### config.mk
export PLATFORM = sky130hd
export DESIGN_NAME = qspi_arb
export DESIGN_NICKNAME = d
export VERILOG_FILES = /design/src/rtl/qspi_pkg.sv /design/src/rtl/qspi_arb_rr_arb2.sv /design/src/rtl/qspi_arb.sv
export SDC_FILE = /design/constraint.sdc
export NUM_CORES = 1
export LEC_CHECK = 0
export ABC_AREA = 1
export CAP_MARGIN = 20
export CORE_ASPECT_RATIO = 1.1
export CORE_UTILIZATION = 46
export CTS_CLUSTER_DIAMETER = 150
export CTS_CLUSTER_SIZE = 28
export DETAILED_ROUTE_END_ITERATION = 7
export PLACE_DENSITY = 0.95
export SYNTH_ARGS = -nofsm -noshare
export SYNTH_HDL_FRONTEND = slang
export SYNTH_SLANG_ARGS = --single-unit
### constraint.sdc
create_clock -name clk -period 4.05 [get_ports clk]
set_clock_uncertainty 0.05 [all_clocks]
set_input_delay 0.81 -clock clk [delete_from_list [all_inputs] [get_ports clk]]
set_output_delay 0.81 -clock clk [all_outputs]
set_load 0.02 [all_outputs]
### src/rtl/qspi_pkg.sv
// Shared types and constants for the QSPI sequencer/arbiter.
package qspi_pkg;

  typedef enum logic [2:0] {
    INIT_LO,
    INIT_HI,
    IDLE,
    ISSUE,
    BUSY,
    DONE
  } qarb_state_t;

  localparam logic [1:0] QSPI_CS_IDLE = 2'b11;

  // Line-offset bit count for a cache line of len bytes.
  function automatic int line_lw(input int len);
    return $clog2(len);
  endfunction

endpackage

### src/rtl/qspi_arb_rr_arb2.sv
// Two-way round-robin arbiter; the last pointer records which side won most recently.
module rr_arb2 (
  input  logic       clk,
  input  logic       reset,
  input  logic [1:0] req,
  input  logic       update,
  input  logic       upd_dc,
  output logic [1:0] gnt
);

  // last = 0: icache (bit 0) won last, so dcache (bit 1) is favoured on contention.
  logic last;

  always_ff @(posedge clk or posedge reset) begin
    if (reset) begin
      last <= 1'b0;
    end else if (update) begin
      last <= upd_dc;
    end
  end

  always_comb begin
    gnt = 2'b00;
    if (req == 2'b11) begin
      gnt = last ? 2'b01 : 2'b10;
    end else begin
      gnt = req;
    end
  end

endmodule

### src/rtl/qspi_arb.sv
// Sequencer/arbiter sharing the QSPI engine between icache, dcache and config writes.
//  state   | meaning
//  INIT_LO | wait for engine quad-enable to start (cs active)
//  INIT_HI | wait for engine quad-enable to finish (cs idle)
//  IDLE    | sample cfg/ic/dc requests while cs idle
//  ISSUE   | q_req held until engine asserts cs
//  BUSY    | transaction in flight, wait for cs idle
//  DONE    | ack presented to the winning requester
module qspi_arb
  import qspi_pkg::*;
#(
  parameter  int PA          = 24,
  parameter  int LINE_LENGTH = 4,
  parameter  int TIMEOUT     = 255,
  localparam int LW          = line_lw(LINE_LENGTH),
  localparam int TW          = $clog2(TIMEOUT + 1)
) (
  input  logic             clk,
  input  logic             reset,
  input  logic             ic_req,
  input  logic             ic_mem,
  input  logic [PA-1:LW]   ic_paddr,
  output logic             ic_ack,
  input  logic             dc_req,
  input  logic             dc_mem,
  input  logic             dc_write,
  input  logic [PA-1:LW]   dc_paddr,
  output logic             dc_ack,
  input  logic             cfg_req,
  input  logic [3:0]       cfg_addr,
  input  logic [7:0]       cfg_data,
  output logic             cfg_ack,
  output logic             q_req,
  output logic             q_i_d,
  output logic             q_mem,
  output logic             q_write,
  output logic [PA-1:LW]   q_paddr,
  input  logic [1:0]       q_cs,
  output logic [3:0]       q_reg_addr,
  output logic [7:0]       q_reg_data,
  output logic             q_reg_write,
  output logic             busy,
  output logic             timeout_err
);

  qarb_state_t   state;
  logic [TW-1:0] tmr;
  logic          cs_idle;
  logic          tmo;
  logic [1:0]    gnt;
  logic          win_dc;
  logic          any_gnt;
  logic          arb_upd;

  assign cs_idle = (q_cs == QSPI_CS_IDLE);
  assign tmo     = (tmr == TW'(TIMEOUT - 1));
  assign win_dc  = gnt[1];
  assign any_gnt = |gnt;

  // A timed-out transaction still completes from the requester's view, so it moves the pointer too.
  assign arb_upd = (state == DONE)
                 | ((state == ISSUE) &  cs_idle & tmo)
                 | ((state == BUSY)  & ~cs_idle & tmo);

  rr_arb2 u_rr (
    .clk    (clk),
    .reset  (reset),
    .req    ({dc_req, ic_req}),
    .update (arb_upd),
    .upd_dc (~q_i_d),
    .gnt    (gnt)
  );

  always_ff @(posedge clk or posedge reset) begin
    if (reset) begin
      state       <= INIT_LO;
      tmr         <= '0;
      ic_ack      <= 1'b0;
      dc_ack      <= 1'b0;
      cfg_ack     <= 1'b0;
      q_req       <= 1'b0;
      q_i_d       <= 1'b0;
      q_mem       <= 1'b0;
      q_write     <= 1'b0;
      q_paddr     <= '0;
      q_reg_addr  <= '0;
      q_reg_data  <= '0;
      q_reg_write <= 1'b0;
      busy        <= 1'b0;
      timeout_err <= 1'b0;
    end else begin
      ic_ack      <= 1'b0;
      dc_ack      <= 1'b0;
      cfg_ack     <= 1'b0;
      q_reg_write <= 1'b0;
      tmr         <= tmr + 1'b1;
      case (state)
        INIT_LO: begin
          if (!cs_idle) begin
            state <= INIT_HI;
            tmr   <= '0;
          end else if (tmo) begin
            state       <= IDLE;
            tmr         <= '0;
            timeout_err <= 1'b1;
          end
        end
        INIT_HI: begin
          if (cs_idle) begin
            state <= IDLE;
            tmr   <= '0;
          end else if (tmo) begin
            state       <= IDLE;
            tmr         <= '0;
            timeout_err <= 1'b1;
          end
        end
        IDLE: begin
          tmr <= '0;
          if (cs_idle) begin
            if (cfg_req) begin
              q_reg_write <= 1'b1;
              q_reg_addr  <= cfg_addr;
              q_reg_data  <= cfg_data;
              cfg_ack     <= 1'b1;
            end else if (any_gnt) begin
              q_req   <= 1'b1;
              q_i_d   <= ~win_dc;
              q_mem   <= win_dc ? dc_mem : ic_mem;
              q_write <= win_dc & dc_write;
              q_paddr <= win_dc ? dc_paddr : ic_paddr;
              busy    <= 1'b1;
              state   <= ISSUE;
            end
          end
        end
        ISSUE: begin
          if (!cs_idle) begin
            q_req <= 1'b0;
            state <= BUSY;
            tmr   <= '0;
          end else if (tmo) begin
            q_req       <= 1'b0;
            timeout_err <= 1'b1;
            ic_ack      <= q_i_d;
            dc_ack      <= ~q_i_d;
            busy        <= 1'b0;
            state       <= IDLE;
            tmr         <= '0;
          end
        end
        BUSY: begin
          if (cs_idle) begin
            ic_ack <= q_i_d;
            dc_ack <= ~q_i_d;
            state  <= DONE;
            tmr    <= '0;
          end else if (tmo) begin
            timeout_err <= 1'b1;
            ic_ack      <= q_i_d;
            dc_ack      <= ~q_i_d;
            busy        <= 1'b0;
            state       <= IDLE;
            tmr         <= '0;
          end
        end
        DONE: begin
          busy  <= 1'b0;
          state <= IDLE;
          tmr   <= '0;
        end
        default: begin
          state <= INIT_LO;
          tmr   <= '0;
        end
      endcase
    end
  end

endmodule

# After elaboration in Yosys (flattened, before gate mapping)
# Cells that the tools add are included.
# classes
addsub	1
mul	0
div	0
order_cmp	0
n_eq_ne	16
n_shift	0
mux	42
n_bitwise	11
n_reduce_logical	13
# ops
op	n
$mux 3	8
$mux 8	3
$mux 22	1
$mux 1	21
$pmux 3 s6	1
$pmux 8 s2	1
$ne 2x2->1 const B	6
$reduce_and 3->1	3
$add 8x1->8 const B	1
$eq 8x8->1 const B	1
$pmux 1 s2	4
$eq 3x2->1 const B	2
$eq 3x3->1 const B	2
$reduce_and 6->1	1
$reduce_or 2->1	3
$and 1x1->1	5
$reduce_and 5->1	1
$eq 2x2->1 const B	2
$mux 2	2
$not 1->1	4
$pmux 1 s4	1
$reduce_and 4->1	1
$reduce_bool 2->1	2
$reduce_bool 4->1	1
other kinds (5)	6
# totals
register_bits	55
latchBits	0
mem_bits_rw	0
rom_bits	0
in_bits	66
wordCells	98
memories	0

# Longest topological paths before layout
# Gate-level depths: netlist of the first run.
# logic_depth
depth_word	7
depth_mapped	10
ltp_nobuf	10

# By module
# From an unflattened synthesis of the first run, not the netlist that was laid out.
# unflattened
cells_unflattened	327
area_unflattened_um2	2590.0
# by_module_without_submodules
module	instances	cells_each	area_each_um2
qspi_arb	1	316	2524.9
rr_arb2	1	11	65.1

# Worst setup path after synthesis of the first run
# No wires, ideal clock.
# synth_path
path_type	input to register
start	input q_cs[0]
end	register q_paddr[10] in the netlist's numbering
setup_ns	0.124
arrival_time_ns	1.584
setup_slack_ns	2.292
cell_stages	9
cell_sequence	nand2_2 nor2_1 o21ai_1 nor2_4 inv_2 buf_6 buf_6 nand2_1 o21ai_1
# synth_via
elab_chain_cells	2
# synth_rtl
element	line	text
start, declared	qspi_arb.sv:38	input logic [1:0] q_cs,
$eq 2x2->1	qspi_arb.sv:55	assign cs_idle = (q_cs == QSPI_CS_IDLE);
$reduce_and 4->1 (no source line)	n/a	
end signal, assigned	qspi_arb.sv:131	q_paddr <= win_dc ? dc_paddr : ic_paddr;
end, declared	qspi_arb.sv:37	output logic [PA-1:LW] q_paddr,
# Every way passes these cells.
# A chain may end at the register's enable or synchronous reset.

# Worst setup path after layout of the first run
# layout_path
start	register q_i_d
end	output q_i_d
# layout_rtl
element	line	text
start, declared	qspi_arb.sv:34	output logic q_i_d,
start signal, assigned	qspi_arb.sv:128	q_i_d <= ~win_dc;
# No word-level cell between the ends.

==> run metrics, run 1 <==
Fin. Hold Viols 0; FILL cells 359; Metal-1 WL 2470 um; Pins Over Slew Limit 0; Area growth syn-to-layout 47.43%; DR DRC count 0; postcts setup bufs 0; sequential area share after synthesis between 50% and 60%; Crit path max-delay family buffers and inverters; DR WL met2 about 3600 um; Combinational Power Share between 40 and 50%; # port buffers 109; Synth Flop Type dfrtp_1; Design Power 2.527 mW; Net Count, Synth about 370; initial antenna violation count 0; Die Footprint 0.005976 mm2; nets@finish approximately 480; Die Y about 81 um; cts repair resizes 0; most frequent cells in the layout clkdlybuf4s50_1 (109), nand2_1 (102), dfrtp_1 (55); WP data arrival 1.40 ns; grt total ovfl 0; Core ar. 0.005430 mm2; Final Cycle Share between 50% and 60%; Cell Area, Synth 0.002609 mm2; Crit-path slowest cell clkdlybuf4s50_1; cells after synthesis roughly 300; Sw Share 40.55%; Worst-path clk slew 0.09 ns; vias per cell 4.971; setup ws final 1.789 ns; I/O pin count 110; crit path capture type output port; final wirelength 6797 um; #FFs+latches synth 55; clock sink count 55; first-pass GRT wire length 10660 um; slowest stage delay, CP about 0.64 ns; CTS tree done; Leakage 1.874 nW; Setup violations, final 0; Root Buffer Master clkbuf_8; setup slack, reg-to-reg 2.21 ns; pre-CTS WS approximately 1.5 ns; minimum clock period 2.261 ns; FMAX 0.4424 GHz; Die X 73.80 um; WP buf/inv 1; Int Pwr 1.502 mW; area taken by multi-input logic gates 0.001080 mm2; CTS Hold Buffers Added 0; DR WL/cell 14.13 um; Post-Syn Area per Cell 8.725 um2; status finished, final reports clean; Synth area leader dfrtp_1; RSZ-0062 raised after global routing false; critical-path cell list clkdlybuf4s50_1; vias in the first global route between 2000 and 2500; Initial DRC Count ~160; Startpoint Class flip-flop; hold crit path type reg -> reg; Netlist cell types 23; share of layout cells above drive strength 1 4.433%; Detail Placement HPWL 4855 um; Max clock buf depth 2; drt first pass iters 4; # Max-Cap Violations 0; vias around 2400; register area 0.001376 mm2; sequential share of power a little over a third; kind of critical path reg -> out; routed wl met3 between 500 and 600 um; clock latency on the worst-skew pair 0.30 ns; Worst VDD drop 407.5 uV; # H-tree levels 2; Switching Power 1.025 mW; Routed Antenna Nets 0; most common cell after layout, fill and taps aside clkdlybuf4s50_1; GPL Wtd Cong 0.8965; PD cells approximately 660 mW/mm2; largest net degree at the start of global routing 56; Starting Density 48.04%; Synth area leaders dfrtp_1 (53%), nand2_1 (15%), mux2i_1 (8.8%); Req. time, crit path 3.19 ns; worst slew pin tran 0.6916 ns; Yosys warning count 0; CP max FO 5; asr flop ratio synth 100.0%; TNS Setup 0 ns; num rows 28; Worst slew margin a little over half; top sig layer met4; clock share of power about 14%; Tot GR Track Use roughly a quarter; clock buffer count from CTS 5; Post-synth EDFFs 0; Antenna Cells 0; area share of the largest cell type after synthesis between 50% and 60%
## power by group through the flow
| stage | clock (mW) | sequential [mW] | combinational, mW |
|---|---|---|---|
| after global placement | 0 | 0.902 | 1.19 |
| after detailed placement | 0 | 0.914 | 1.23 |
| after global routing | 0.386 | 0.940 | 1.37 |
| after CTS | 0.361 | 0.912 | 1.24 |
| after floorplan | 0 | 1.12 | 0.448 |
| final | 0.359 | 0.920 | 1.25 |
## metrics by stage
stage	instance area, um2	hold WS [ns]	util (%)	instances
6_report	3846	0.4448	70.83	481
5_1_grt	3846	0.4633	70.83	481
4_1_cts	3826	0.4461	70.46	480
3_5_place_dp	3720	0.4194	68.50	473
3_3_place_gp	3720	0.4080	68.50	473
2_1_floorplan	2609	0.4210	-	299
## state kept, by name, summed over array words and instances, names as in the netlist, 3 cells and up
name        flops
q_paddr        22
q_reg_addr      4
q_reg_data      8
state           3
tmr             8
## per-layer routing
metal / track usage [%] / vias to the layer above
met5: 0 / -
met2: 42.48 / 106
met3: 8.437 / 17
li1: - / 1156
met4: 11.35 / 0
met1: 24.64 / 1112
## cells in the mapped netlist (2+ instances only)
| master | count |
|---|---|
| nand3_1 | 10 |
| buf_4 | 2 |
| inv_2 | 2 |
| buf_2 | 4 |
| nor2_1 | 29 |
| a21oi_1 | 4 |
| inv_1 | 19 |
| o21ai_0 | 9 |
| nand2_1 | 102 |
| ha_1 | 3 |
| xnor2_1 | 2 |
| buf_6 | 3 |
| dfrtp_1 | 55 |
| o21ai_1 | 19 |
| mux2i_1 | 23 |
| nand2_2 | 4 |
| xor2_1 | 3 |
## kinds of logic after synthesis
logic type / after synthesis / synth area share [%]
AOI/OAI and AO/OA: 33 / 6.427
muxes: 23 / 8.825
and+or+nand+nor: 149 / 23.02
DFF: 55 / 52.76
buffers and inverters: 31 / 5.851
adders and majority gates: 3 / 1.439
xor gates and xnor gates: 5 / 1.679
## final timing paths
kind	from	end	cells past startpoint
worst max-delay path	q_i_d	q_i_d	1
worst min-delay path	q_req	q_req	2
worst max register to register	state[2]	q_reg_data[2]	7
worst min register to register	q_req	q_req	2
max in group asynchronous	reset	q_reg_data[7]	3
min in group asynchronous	reset	q_paddr[12]	2
## area by class of cell
class	instances	area share, %
multi-input cells	213	28.07
clock inverters	2	0.9759
inverters	21	2.049
repair buffers	110	28.89
flip-flops and latches	55	35.78
well taps	75	2.440
clock buffers	5	1.789
Note: power is estimated with default switching activity, not from simulation.
==> run 2, diff against run 1 <==
Settings changed: CORE_UTILIZATION 46 to 38, PLACE_DENSITY 0.95 to 0.87.
Clock period 4.05 ns to 1.91 ns, I/O delays scaled along.
==> run metrics, run 2 (synthesis results as in run 1) <==
area taken by multi-input logic gates 0.001080 mm2 (unchanged); Antenna Cells 0 (unchanged); Req. time, crit path 1.48 ns (-1.71 ns); Initial DRC Count 98 (-37%); Worst VDD drop 614.8 uV (+51%); Die Y 88.90 um (+9.8%); postcts setup bufs 0 (unchanged); Die X 81 um (+9.8%); register area 0.001376 mm2 (unchanged); minimum clock period about 1.8 ns; post-place instance area 0.003804 mm2 (+2.3%); DR DRC count 0 (unchanged); Leakage 1.914 nW (+2.1%); register bank with the most flops q_paddr; drt first pass iters 4 (unchanged); kind of critical path reg -> out; # Max-Cap Violations 0 (unchanged); status finished, final reports clean; Area growth syn-to-layout 50.46%; Pins Over Slew Limit 0 (unchanged); CP max FO 5 (unchanged); Worst slew margin 74.62% (+21 points); nets@finish 479 (+0.84%); largest net degree at the start of global routing 56 (unchanged); Core ar. 0.006594 mm2 (+21%); cts repair resizes 0 (unchanged); share of layout cells above drive strength 1 5.596% (+1.2 points); setup slack, reg-to-reg 0.29 ns (-1.92 ns); Root Buffer Master clkbuf_8; vias per cell 4.696 (-5.5%); top flop regs q_paddr (22), q_reg_data (8), tmr (8); I/O pin count 110 (unchanged); initial antenna violation count 0 (unchanged); clock buffer count from CTS 5 (unchanged); Crit-path slowest cell clkdlybuf4s50_1; clock sink count 55 (unchanged); Startpoint Class flip-flop; Die Footprint 0.007201 mm2 (+20%); slowest stage delay, CP 0.64 ns (about the same); FMAX 0.5543 GHz; first-pass GRT wire length 10100 um (-5.2%); max reg flops 22 (unchanged); crit path capture type output port; Fin. Hold Viols 0 (unchanged); Max clock buf depth 2 (unchanged); final wirelength 6161 um (-9.4%); final core utilization 59.53% (-11 points); WP data arrival 1.37 ns (-0.03 ns); Routed Antenna Nets 0 (unchanged); critical-path cell list clkdlybuf4s50_1; most frequent cells in the layout clkdlybuf4s50_1 (109), nand2_1 (102), dfrtp_1 (55); Design Power 5.336 mW (+110%); WP buf/inv 1 (unchanged); DR WL/cell 12.50 um (-12%); Crit path max-delay family buffers and inverters; Detail Placement HPWL 4826 um (-0.60%); # port buffers 109 (unchanged); PD cells 1360 mW/mm2 (+110%); vias 2315 (-3.2%); Tot GR Track Use 18.35% (-5.4 points); Final Cycle Share between 90 and 100%; # H-tree levels 2 (unchanged); RSZ-0062 raised after global routing false; most common cell after layout, fill and taps aside clkdlybuf4s50_1; vias in the first global route 2226 (-11%); GPL Wtd Cong 0.9176 (+2.4%); grt total ovfl 0 (unchanged); hold crit path type in -> async; worst slew pin tran 0.3802 ns (-0.3114 ns); CTS tree done; Design Area, Final 0.003925 mm2 (+2.0%); num rows 31 (+11%); FILL cells 580 (+62%); Starting Density 39.56% (-8.5 points); Setup violations, final 0 (unchanged); CTS Hold Buffers Added 0 (unchanged); Worst-path clk slew 0.10 ns (about the same); clock latency on the worst-skew pair 0.30 ns (about the same)
-- run 2: path summary, 6_finish.rpt --
kind | startpoint | to | depth (start not counted)
max | q_i_d | q_i_d | 1
min | reset | q_paddr[16] | 3
max reg2reg | tmr[0] | busy | 9
min reg2reg | timeout_err | timeout_err | 1
max in group asynchronous | reset | q_reg_addr[0] | 3
min in group clk | timeout_err | timeout_err | 1
-- run 2: stage by stage --
step | cells | setup slack, ns | hold WS [ns] | TNS, ns
floorplan | 299 | 0.1351 | 0.4210 | 0
CTS | 493 | 0.08673 | 0.3862 | 0
global placement | 485 | 0.08690 | 0.4059 | 0
detailed placement | 485 | -0.004302 | 0.4065 | -0.004302
finish | 493 | 0.1060 | 0.3699 | 0
global route | 493 | 0.03585 | 0.4288 | 0
-- run 2: cell type report --
| cell class | count | area share, % |
|---|---|---|
| inverters | 21 | 2.008 |
| multi-input cells | 213 | 27.51 |
| well taps | 82 | 2.614 |
| clock inverters | 2 | 0.9882 |
| clock buffers | 6 | 2.104 |
| repair buffers | 114 | 29.71 |
| flip-flops and latches | 55 | 35.07 |
-- run 2: routing by layer --
layer	share of wire, %	track usage (%)	up-vias	wire length, um
met5	0	0	-	0
met4	0.71	5.844	0	44
met3	5.7	4.082	5	350
met2	52	32.16	75	3214
met1	41	22.40	1066	2551
li1	-	-	1169	-
-- run 2: report_power, final --
group	switching, mW	internal, mW
Clock	0.381	0.432
Sequential	0.299	1.61
Combinational	1.40	1.21
Total	2.08	3.26
